$ cat src/rtl/clk_monitor_sel.sv
// Clock activity monitor: counts edges of divided-down source toggles per window,
// declares channels alive, and selects the lowest-index alive channel with guard blanking.
module clk_monitor_ch #(
   parameter int CNT_W     = 16,
   parameter int MIN_EDGES = 4,
   parameter int MAX_EDGES = (1 << CNT_W) - 2,
   parameter int GOOD_WIN  = 2
) (
   input  logic             local_clk,
   input  logic             rst,
   input  logic             tgl,
   input  logic             win_end,
   output logic [CNT_W-1:0] edge_cnt,
   output logic             alive
);
   localparam logic [CNT_W-1:0] CNT_MAX = '1;
   localparam logic [CNT_W-1:0] MIN_C   = CNT_W'(MIN_EDGES);
   localparam logic [CNT_W-1:0] MAX_C   = CNT_W'(MAX_EDGES);
   localparam logic [3:0]       GOOD_C  = 4'(GOOD_WIN);

   // sync[1:0] is the two-flop synchronizer, sync[2] the delayed copy
   logic [2:0]       sync;
   logic [CNT_W-1:0] cnt;
   logic [CNT_W-1:0] cnt_fin;
   logic [3:0]       run;
   logic             edge_det;
   logic             good;

   assign edge_det = sync[1] ^ sync[2];
   assign cnt_fin  = (cnt == CNT_MAX) ? CNT_MAX : cnt + CNT_W'(edge_det);
   assign good     = (cnt_fin != CNT_MAX) && (cnt_fin >= MIN_C) && (cnt_fin <= MAX_C);

   always_ff @(posedge local_clk) begin
      if (rst) begin
         sync     <= '0;
         cnt      <= '0;
         edge_cnt <= '0;
         run      <= '0;
         alive    <= 1'b0;
      end else begin
         sync <= {sync[1:0], tgl};
         if (win_end) begin
            edge_cnt <= cnt_fin;
            cnt      <= '0;
            if (good) begin
               run   <= (run >= GOOD_C) ? GOOD_C : run + 4'd1;
               alive <= (run >= GOOD_C - 4'd1);
            end else begin
               run   <= '0;
               alive <= 1'b0;
            end
         end else begin
            cnt <= cnt_fin;
         end
      end
   end
endmodule

module clk_monitor_sel #(
   parameter int N_CH      = 2,
   parameter int WIN_LOG2  = 16,
   parameter int CNT_W     = 16,
   parameter int MIN_EDGES = 4,
   parameter int MAX_EDGES = (1 << CNT_W) - 2,
   parameter int GOOD_WIN  = 2,
   parameter int GUARD     = 16
) (
   input  logic                  local_clk,
   input  logic                  rst,
   input  logic [N_CH-1:0]       mon_tgl,
   output logic [N_CH-1:0]       alive,
   output logic [2:0]            sel,
   output logic                  sel_valid,
   output logic                  sel_chg,
   output logic [N_CH*CNT_W-1:0] edge_cnt
);
   typedef enum logic [1:0] {S_NONE, S_LOCKED, S_GUARD} state_t;

   localparam logic [7:0] GUARD_C = 8'(GUARD - 1);

   state_t              state;
   logic [WIN_LOG2-1:0] win_cnt;
   logic [7:0]          gcnt;
   logic [2:0]          pref;
   logic                any_alive;
   logic                win_end;

   assign win_end   = &win_cnt;
   assign any_alive = |alive;

   always_ff @(posedge local_clk) begin
      if (rst) win_cnt <= '0;
      else     win_cnt <= win_cnt + 1'b1;
   end

   for (genvar i = 0; i < N_CH; i++) begin : g_ch
      clk_monitor_ch #(
         .CNT_W(CNT_W), .MIN_EDGES(MIN_EDGES), .MAX_EDGES(MAX_EDGES), .GOOD_WIN(GOOD_WIN)
      ) u_ch (
         .local_clk (local_clk),
         .rst       (rst),
         .tgl       (mon_tgl[i]),
         .win_end   (win_end),
         .edge_cnt  (edge_cnt[i*CNT_W +: CNT_W]),
         .alive     (alive[i])
      );
   end

   always_comb begin
      pref = 3'd0;
      for (int i = N_CH - 1; i >= 0; i--)
         if (alive[i]) pref = 3'(i);
   end

   // GUARD expiry falls through to the same rules as LOCKED, so a channel
   // that dies or is outranked during blanking switches without visiting NONE.
   always_ff @(posedge local_clk) begin
      if (rst) begin
         state     <= S_NONE;
         sel       <= '0;
         sel_valid <= 1'b0;
         sel_chg   <= 1'b0;
         gcnt      <= '0;
      end else begin
         sel_chg <= 1'b0;
         if (state == S_NONE) begin
            sel_valid <= 1'b0;
            if (any_alive) begin
               sel     <= pref;
               sel_chg <= 1'b1;
               gcnt    <= GUARD_C;
               state   <= S_GUARD;
            end
         end else if (state == S_GUARD && gcnt != 8'd0) begin
            gcnt <= gcnt - 8'd1;
         end else if (!any_alive) begin
            sel_chg   <= (sel != 3'd0);
            sel       <= '0;
            sel_valid <= 1'b0;
            state     <= S_NONE;
         end else if (pref != sel) begin
            sel       <= pref;
            sel_chg   <= 1'b1;
            sel_valid <= 1'b0;
            gcnt      <= GUARD_C;
            state     <= S_GUARD;
         end else begin
            sel_valid <= 1'b1;
            state     <= S_LOCKED;
         end
      end
   end
endmodule

$ cat config.mk
export PLATFORM = sky130hd
export DESIGN_NAME = clk_monitor_sel
export DESIGN_NICKNAME = d
export VERILOG_FILES = /design/src/rtl/clk_monitor_sel.sv
export SDC_FILE = /design/constraint.sdc
export NUM_CORES = 1
export LEC_CHECK = 0
export CAP_MARGIN = 5
export CORE_ASPECT_RATIO = 1.2
export CORE_MARGIN = 2
export CORE_UTILIZATION = 55
export DETAILED_ROUTE_END_ITERATION = 10
export DONT_BUFFER_PORTS = 1
export GPL_ROUTABILITY_DRIVEN = 0
export PLACE_DENSITY_LB_ADDON = 0.3
export SLEW_MARGIN = 20
export SYNTH_ARGS = -nofsm -noshare
export SYNTH_HDL_FRONTEND = slang
export SYNTH_SLANG_ARGS = --single-unit
$ cat constraint.sdc
create_clock -name local_clk -period 3.4 [get_ports local_clk]
set_input_delay 0.68 -clock local_clk [delete_from_list [all_inputs] [get_ports local_clk]]
set_output_delay 0.68 -clock local_clk [all_outputs]
set_load 0.05 [all_outputs]
======== Word-level counts from Yosys, hierarchy flattened ========
Index checks and enable logic that the tools add are counted.
word-level totals
  input port bits ......................... 4
  word-level logic and storage cells ...... 90
  register bits ........................... 111
operators by class
  $lt $le $gt $ge ......................... 8
  bitwise gates (word level) .............. 2
  $add $sub $neg .......................... 6
  muxes and demuxes ....................... 32
  reductions and logical operators ........ 17
  eq/ne operators ......................... 9
operators with widths
  operator                 count
  $mux W8                  5
  $add A16 B1 Y16          2
  $eq A16 B16 Y1 const B   2
  $ge A16 B3 Y1 const B    2
  $le A16 B16 Y1 const B   2
  $mux W16                 2
  $ne A16 B16 Y1 const B   2
  $mux W3                  6
  $add A16 B1 Y16 const B  1
  $mux W4                  4
  $reduce_and A16 Y1       1
  $mux W1                  10
  $mux W2                  5
  $add A4 B1 Y4 const B    2
  $ge A4 B1 Y1 const B     2
  $ge A4 B2 Y1 const B     2
  $reduce_bool A8 Y1       1
  $sub A8 B1 Y8 const B    1
  $reduce_and A3 Y1        2
  $reduce_bool A3 Y1       2
  $reduce_or A2 Y1         3
  $logic_and A1 B1 Y1      5
  $ne A2 B2 Y1 const B     2
  $ne A3 B1 Y1 const B     1
  6 further kinds          7

======== Longest topological paths before layout ========
  word-level depth ........................ 7
  mapped depth ............................ 12

======== Cells and area by module ========
A second synthesis with hierarchy kept.
second synthesis, totals
  cell total of the unflattened synthesis .. 660
  area, all modules ....................... 5604.1 sq um
modules (own cells, without submodules)
  module           area an instance (sq um)  cells an instance  sequential area each (sq um)  instances
  clk_monitor_ch   2094.5                    249                800.8                         2
  clk_monitor_sel  1415.1                    162                580.6                         1

======== Least setup slack after synthesis ========
Ideal clock, no wire load.
  kind .................................... register to register
  start point ............................. register g_ch[0].u_ch.sync[1]
  end point ............................... register g_ch[0].u_ch.run[1]
  library setup time ...................... 0.137 ns
  cell stages (with the launch flop) ...... 12
  setup slack ............................. 0.648 ns
  arrival time ............................ 2.616 ns
  buffers on the path ..................... 1
  cell sequence ........................... dfxtp_1 -> xor2_1 -> ha_1 -> ha_1 -> buf_2 -> a21bo_1 -> or3b_1 -> a211oi_1 -> o2111ai_1 -> or4_4 -> a21oi_4 -> o32ai_1
on the way
  cells in the longest elaborated chain, start to end .. 7
  elaborated cells on any way between the ends .. 9
  classes of those cells .................. add/sub (1); order compare (2); eq/ne (1); mux (2); bitwise (1); reduce/logical (2)
ends and longest elaborated chain
  item                                                    line  source
  start, declared                                         22    logic [2:0] sync;
  start signal, assigned                                  41    sync <= {sync[1:0], tgl};
  $xor A1 B1 Y1 (*)                                       29    assign edge_det = sync[1] ^ sync[2];
  $add A16 B1 Y16 (*)                                     30    assign cnt_fin = (cnt == CNT_MAX) ? CNT_MAX : cnt + CNT_W'(edge_det);
  $mux W16 (*)                                            30
  $ge A16 B3 Y1 / $ne A16 B16 Y1 (equally long branches)  31    assign good = (cnt_fin != CNT_MAX) && (cnt_fin >= MIN_C) && (cnt_fin <= MAX_C);
  $logic_and A1 B1 Y1                                     31
  $logic_and A1 B1 Y1 (*)                                 31
  $mux W4 (*)                                             45    if (good) begin
  end signal, assigned                                    46    run <= (run >= GOOD_C) ? GOOD_C : run + 4'd1;
  end, declared                                           25    logic [3:0] run;
Every way passes the cells marked *; elsewhere a longest branch is shown, timed or not.
A chain may end at the register's enable or synchronous reset.

======== Final worst setup path ========
  start point ............................. register g_ch[1].u_ch.sync[1]
  end point ............................... register g_ch[1].u_ch.run[1]
on the way
  cells in the longest elaborated chain, start to end .. 7
  elaborated cells on any way between the ends .. 9
  classes of those cells .................. add/sub (1); order compare (2); eq/ne (1); mux (2); bitwise (1); reduce/logical (2)
ends and longest elaborated chain
  item                                                    line
  start, declared                                         22
  start signal, assigned                                  41
  $xor A1 B1 Y1 (*)                                       29
  $add A16 B1 Y16 (*)                                     30
  $mux W16 (*)                                            30
  $ge A16 B3 Y1 / $ne A16 B16 Y1 (equally long branches)  31
  $logic_and A1 B1 Y1                                     31
  $logic_and A1 B1 Y1 (*)                                 31
  $mux W4 (*)                                             45
  end signal, assigned                                    46
  end, declared                                           25
Marked as above.

==> results.rst <==
.. list-table::
   :header-rows: 1

   * - Metric
     - Value
   * - Status
     - completed
   * - Combined buffer and inverter count along the critical path
     - 0
   * - Power density over the cells
     - approximately 400 mW/mm^2
   * - Routing usage on met1
     - about a quarter
   * - Finish-stage setup viols
     - 0
   * - Share of total power in combinational logic
     - 1.9%
   * - Seq/Total Area, Yosys
     - a little over two fifths
   * - Unrepaired setup endpoints after global routing
     - no
   * - Worst clock skew
     - around 0.0094 ns
   * - Total number of cells along the worst setup path
     - 10
   * - Critical R2R Launch
     - g_ch[1].u_ch.sync[1]$_SDFF_PP0_
   * - Cell area after synthesis
     - roughly 0.0050 sq mm
   * - Fraction of synthesis flops using an asynchronous set or reset pin
     - 0%
   * - Final period utilization
     - about 90%
   * - Syn. warnings
     - 0
   * - Highest-utilization routing layer at the global route stage
     - met2
   * - Number of distinct library cell variants in the gate-level netlist after synthesis
     - 62
   * - Per-instance average area after synthesis
     - about 8.7 sq um
   * - Clock-pin slew reported for the worst setup and hold paths after clock tree synthesis
     - 0.10 ns
   * - Sw Share
     - between 20% and 30%
   * - HP Class
     - in2reg
   * - Critical path cell sequence
     - xor2_1 -> ha_1 -> ha_1 -> nand3_1 -> nor4_1 -> nor2_1 -> or4_1 -> nand2_1 -> a41o_1 -> o22ai_1
   * - Vias/cell
     - just under 6
   * - Xor and xnor area share after synthesis
     - 7.00%
   * - Top cells by count, synth
     - sky130_fd_sc_hd__dfxtp_1, sky130_fd_sc_hd__nor2_1, sky130_fd_sc_hd__nand2_1
   * - Largest net degree at the start of global routing
     - 42
   * - Final count of hold timing violations
     - 0
   * - Number of sinks on the clock net
     - 109
   * - Overflow after GRT
     - 0
   * - Max-cap violations
     - 0
   * - Total number of vias
     - 3966
   * - Share of the synthesized area in compound gates (AO/OA/AOI/OAI)
     - 15.0%
   * - Biggest area contributors in the synthesized netlist
     - sky130_fd_sc_hd__dfxtp_1, sky130_fd_sc_hd__nor2_1, sky130_fd_sc_hd__nand2_1, sky130_fd_sc_hd__ha_1, sky130_fd_sc_hd__xnor2_1
   * - Synthesized flop and latch total
     - 109
   * - Highest clock frequency the design can meet
     - 0.327 GHz
   * - Combined global-route utilization of all metal layers
     - around a fifth
   * - Wirelength per Cell
     - 14.6 um
   * - Core Rows
     - 38
   * - Number of top-level pins
     - 43
   * - Placed cells
     - 668
   * - Most repeated cell in the gate-level netlist after synthesis
     - sky130_fd_sc_hd__dfxtp_1
   * - Met3 global-route usage
     - 5.23%
   * - Number of enable flip-flop cells after synthesis
     - 0
   * - Endpoint required time on the critical path
     - 3.64 ns
   * - Min cycle time layout
     - 3.06 ns
   * - Worst slew slack as a fraction of its limit
     - roughly 53%
   * - Max-slew violation count
     - 0
   * - Biggest fanout along the worst timing path
     - 9
   * - Htree depth
     - 3
   * - DRC errors left
     - 0
   * - Adder-cell share of the synthesized area
     - 3.75%
   * - Area growth from synthesis to layout
     - 4.80%
   * - Hold-fix buffers at CTS
     - 0
   * - Sequential cell fraction of total power
     - between 60% and 70%
   * - Combinational family with the most area after synthesis
     - simple AND/OR/NAND/NOR gates
   * - Antenna violations before repair
     - 0
   * - Worst Setup End Kind
     - flip-flop
   * - Antenna diodes
     - 0
   * - Top delay family on crit path
     - simple AND/OR/NAND/NOR gates
   * - Tightest Pin Transition
     - 0.702 ns
   * - Library cell used as clock root buffer
     - sky130_fd_sc_hd__clkbuf_8
   * - Clk Latency, worst-skew pair
     - 0.37 ns
   * - Post-Synthesis Cells
     - 574
   * - Peak per-stage delay on the critical path
     - 0.54 ns
   * - Critical path data arrival time
     - between 3 and 4 ns
   * - Total Neg Setup Slack
     - 0 ns
   * - Post-route antenna net violation count
     - 0
   * - Die span in x
     - 91.1 um
   * - Full die area
     - 0.00988 sq mm
   * - Starting density of the core
     - 56.0%
   * - Part of the power in the clock network
     - 36.8%
   * - Leakage power summed over all cells
     - 1.97 nW
   * - Element type at the critical path start
     - flip-flop
   * - Worst-case vdd ir drop
     - 231 uV
   * - Design internal power
     - 1.64 mW
   * - Number of buffers inserted to repair setup after CTS
     - 0
   * - Reg-to-reg endpoint
     - g_ch[1].u_ch.run[1]$_SDFFE_PP0P_
   * - Primary flip-flop cell chosen by synthesis mapping
     - sky130_fd_sc_hd__dfxtp_1
   * - Post-CTS Resized
     - 0
   * - Highest-delay cell along the critical path
     - sky130_fd_sc_hd__or4_1
   * - Start point of the critical path
     - g_ch[1].u_ch.sync[1]$_SDFF_PP0_
   * - Critical path class
     - reg2reg
   * - Global-route wire length before repair
     - approximately 17 mm
   * - Total clock buffers created by CTS
     - 9
   * - Iter 0 DRT Violations
     - approximately 170
   * - Library cell appearing most often on the critical path
     - sky130_fd_sc_hd__ha_1
   * - Die boundary height
     - 108 um
   * - Overall power after layout
     - 2.11 mW
   * - Core footprint
     - 0.00894 sq mm
   * - Mux contribution to synthesized area
     - less than 1%
   * - Worst R2R Path Depth
     - 10
   * - Wirelength, routed
     - 9.97 mm
   * - Via count of the first global-routing pass
     - about 3700
   * - Basic-gate share of the synthesized area counting and, or, nand and nor cells
     - 25.5%
   * - Worst-case register-to-register setup slack
     - roughly 0.34 ns
   * - Number of buffers on the longest clock path
     - 2
   * - Core Util, Final
     - 58.7%
   * - Critical path destination
     - g_ch[1].u_ch.run[1]$_SDFFE_PP0P_
   * - Post-route non-filler standard cell count
     - 684
   * - CTS tree
     - built
   * - Layout cell share with drive strength beyond 1
     - 6.56%
   * - Post-layout net count
     - 578
   * - Biggest area consumer among synthesized cells
     - sky130_fd_sc_hd__dfxtp_1
   * - 1st-pass router iterations
     - 5
   * - Share of the synthesized area in the top cell type
     - 43.6%
   * - Hpwl dp
     - ~7 mm
   * - Number of buffers added on ports
     - 0
   * - Fraction of met2 tracks used by global routing
     - between 30% and 40%
   * - Switching component of the power
     - 0.466 mW
layout by cell type (no fill, tap or decap), types with 3 or more instances in the layout:
master                       n
sky130_fd_sc_hd__inv_1      13
sky130_fd_sc_hd__o21ai_1     4
sky130_fd_sc_hd__nor4_1     12
sky130_fd_sc_hd__a22o_1     14
sky130_fd_sc_hd__a21o_1      4
sky130_fd_sc_hd__a21oi_1    26
sky130_fd_sc_hd__xnor2_1    20
sky130_fd_sc_hd__a311oi_1    3
sky130_fd_sc_hd__and3_1      6
sky130_fd_sc_hd__nor2b_1     9
sky130_fd_sc_hd__ha_1       15
sky130_fd_sc_hd__nand4_1    20
sky130_fd_sc_hd__dfxtp_1   109
sky130_fd_sc_hd__a31oi_1     3
sky130_fd_sc_hd__nand2_1    59
sky130_fd_sc_hd__nor3_1      9
sky130_fd_sc_hd__nor2_1     61
sky130_fd_sc_hd__nand4b_1    3
sky130_fd_sc_hd__and2_1      9
sky130_fd_sc_hd__o31ai_1     6
sky130_fd_sc_hd__and4_1      9
sky130_fd_sc_hd__or3_1       5
sky130_fd_sc_hd__or2_2       4
sky130_fd_sc_hd__nand3_1    15
sky130_fd_sc_hd__or4_1       7
sky130_fd_sc_hd__buf_4      10
sky130_fd_sc_hd__xor2_1     20
sky130_fd_sc_hd__nand2b_1    4
sky130_fd_sc_hd__o21ai_0    29
sky130_fd_sc_hd__clkbuf_8    9
stage by stage:
stage	hold slack [ns]	area, sq um	worst slack (ns)
after detailed placement	0.432	5050	0.372
final	0.368	5240	0.339
after floorplan	0.414	5010	0.648
after global routing	0.327	5240	0.124
after CTS	0.339	5240	0.358
after global placement	0.421	5050	0.433
power groups by stage:
| stage | Combinational [mW] | Clock [mW] | Sequential [mW] |
|---|---|---|---|
| CTS | 0.0406 | 0.809 | 1.29 |
| floorplan | 0.0388 | 0 | 1.32 |
| global route | 0.0455 | 0.849 | 1.29 |
| global placement | 0.0394 | 0 | 1.32 |
| detailed placement | 0.0405 | 0 | 1.32 |
| finish | 0.0399 | 0.776 | 1.29 |
metal layers:
metal | part of all wire, % | vias to the layer above
met5 | 0 | -
met4 | 0.82 | 0
met3 | 4.7 | 8
met2 | 49 | 88
met1 | 46 | 1873
li1 | - | 1997
registers in the layout (all words and copies together) (netlist names):
register            cells
g_ch.u_ch.cnt          32
gcnt                    8
sel                     1
sel_valid               1
state                   2
g_ch.u_ch.alive         2
g_ch.u_ch.sync          6
win_cnt                16
g_ch.u_ch.run           8
sel_chg                 1
g_ch.u_ch.edge_cnt     32
cells by family after synthesis:
group,count (synthesis)
xor+xnor,40
buf+inv,50
simple gates,244
fa+ha+maj,15
flops,109
compound gates,113
other cells,1
mux,2
area by class of cell:
class                   instances  area (sq um)
inverters                      13          48.8
clock inverters                 5          60.1
fillers                       854          3700
clock buffers                  11           131
flip-flops and latches        109          2180
well taps                     120           150
multi-input cells             416          2590
repair buffers                 10          75.1
worst min path at each step:
stage | startpoint | end | slack [ns] | cells after the start
detailed placement | g_ch[0].u_ch.sync[0]$_SDFF_PP0_ | g_ch[0].u_ch.sync[1]$_SDFF_PP0_ | 0.43 | 1
global route | rst | win_cnt[6]$_SDFF_PP0_ | 0.33 | 1
floorplan | g_ch[0].u_ch.sync[0]$_SDFF_PP0_ | g_ch[0].u_ch.sync[1]$_SDFF_PP0_ | 0.41 | 1
global placement | g_ch[1].u_ch.sync[0]$_SDFF_PP0_ | g_ch[1].u_ch.sync[1]$_SDFF_PP0_ | 0.42 | 1
finish | rst | win_cnt[0]$_SDFF_PP0_ | 0.37 | 1
CTS | rst | win_cnt[0]$_SDFF_PP0_ | 0.34 | 1
Note: power is estimated with default switching activity, not from simulation.
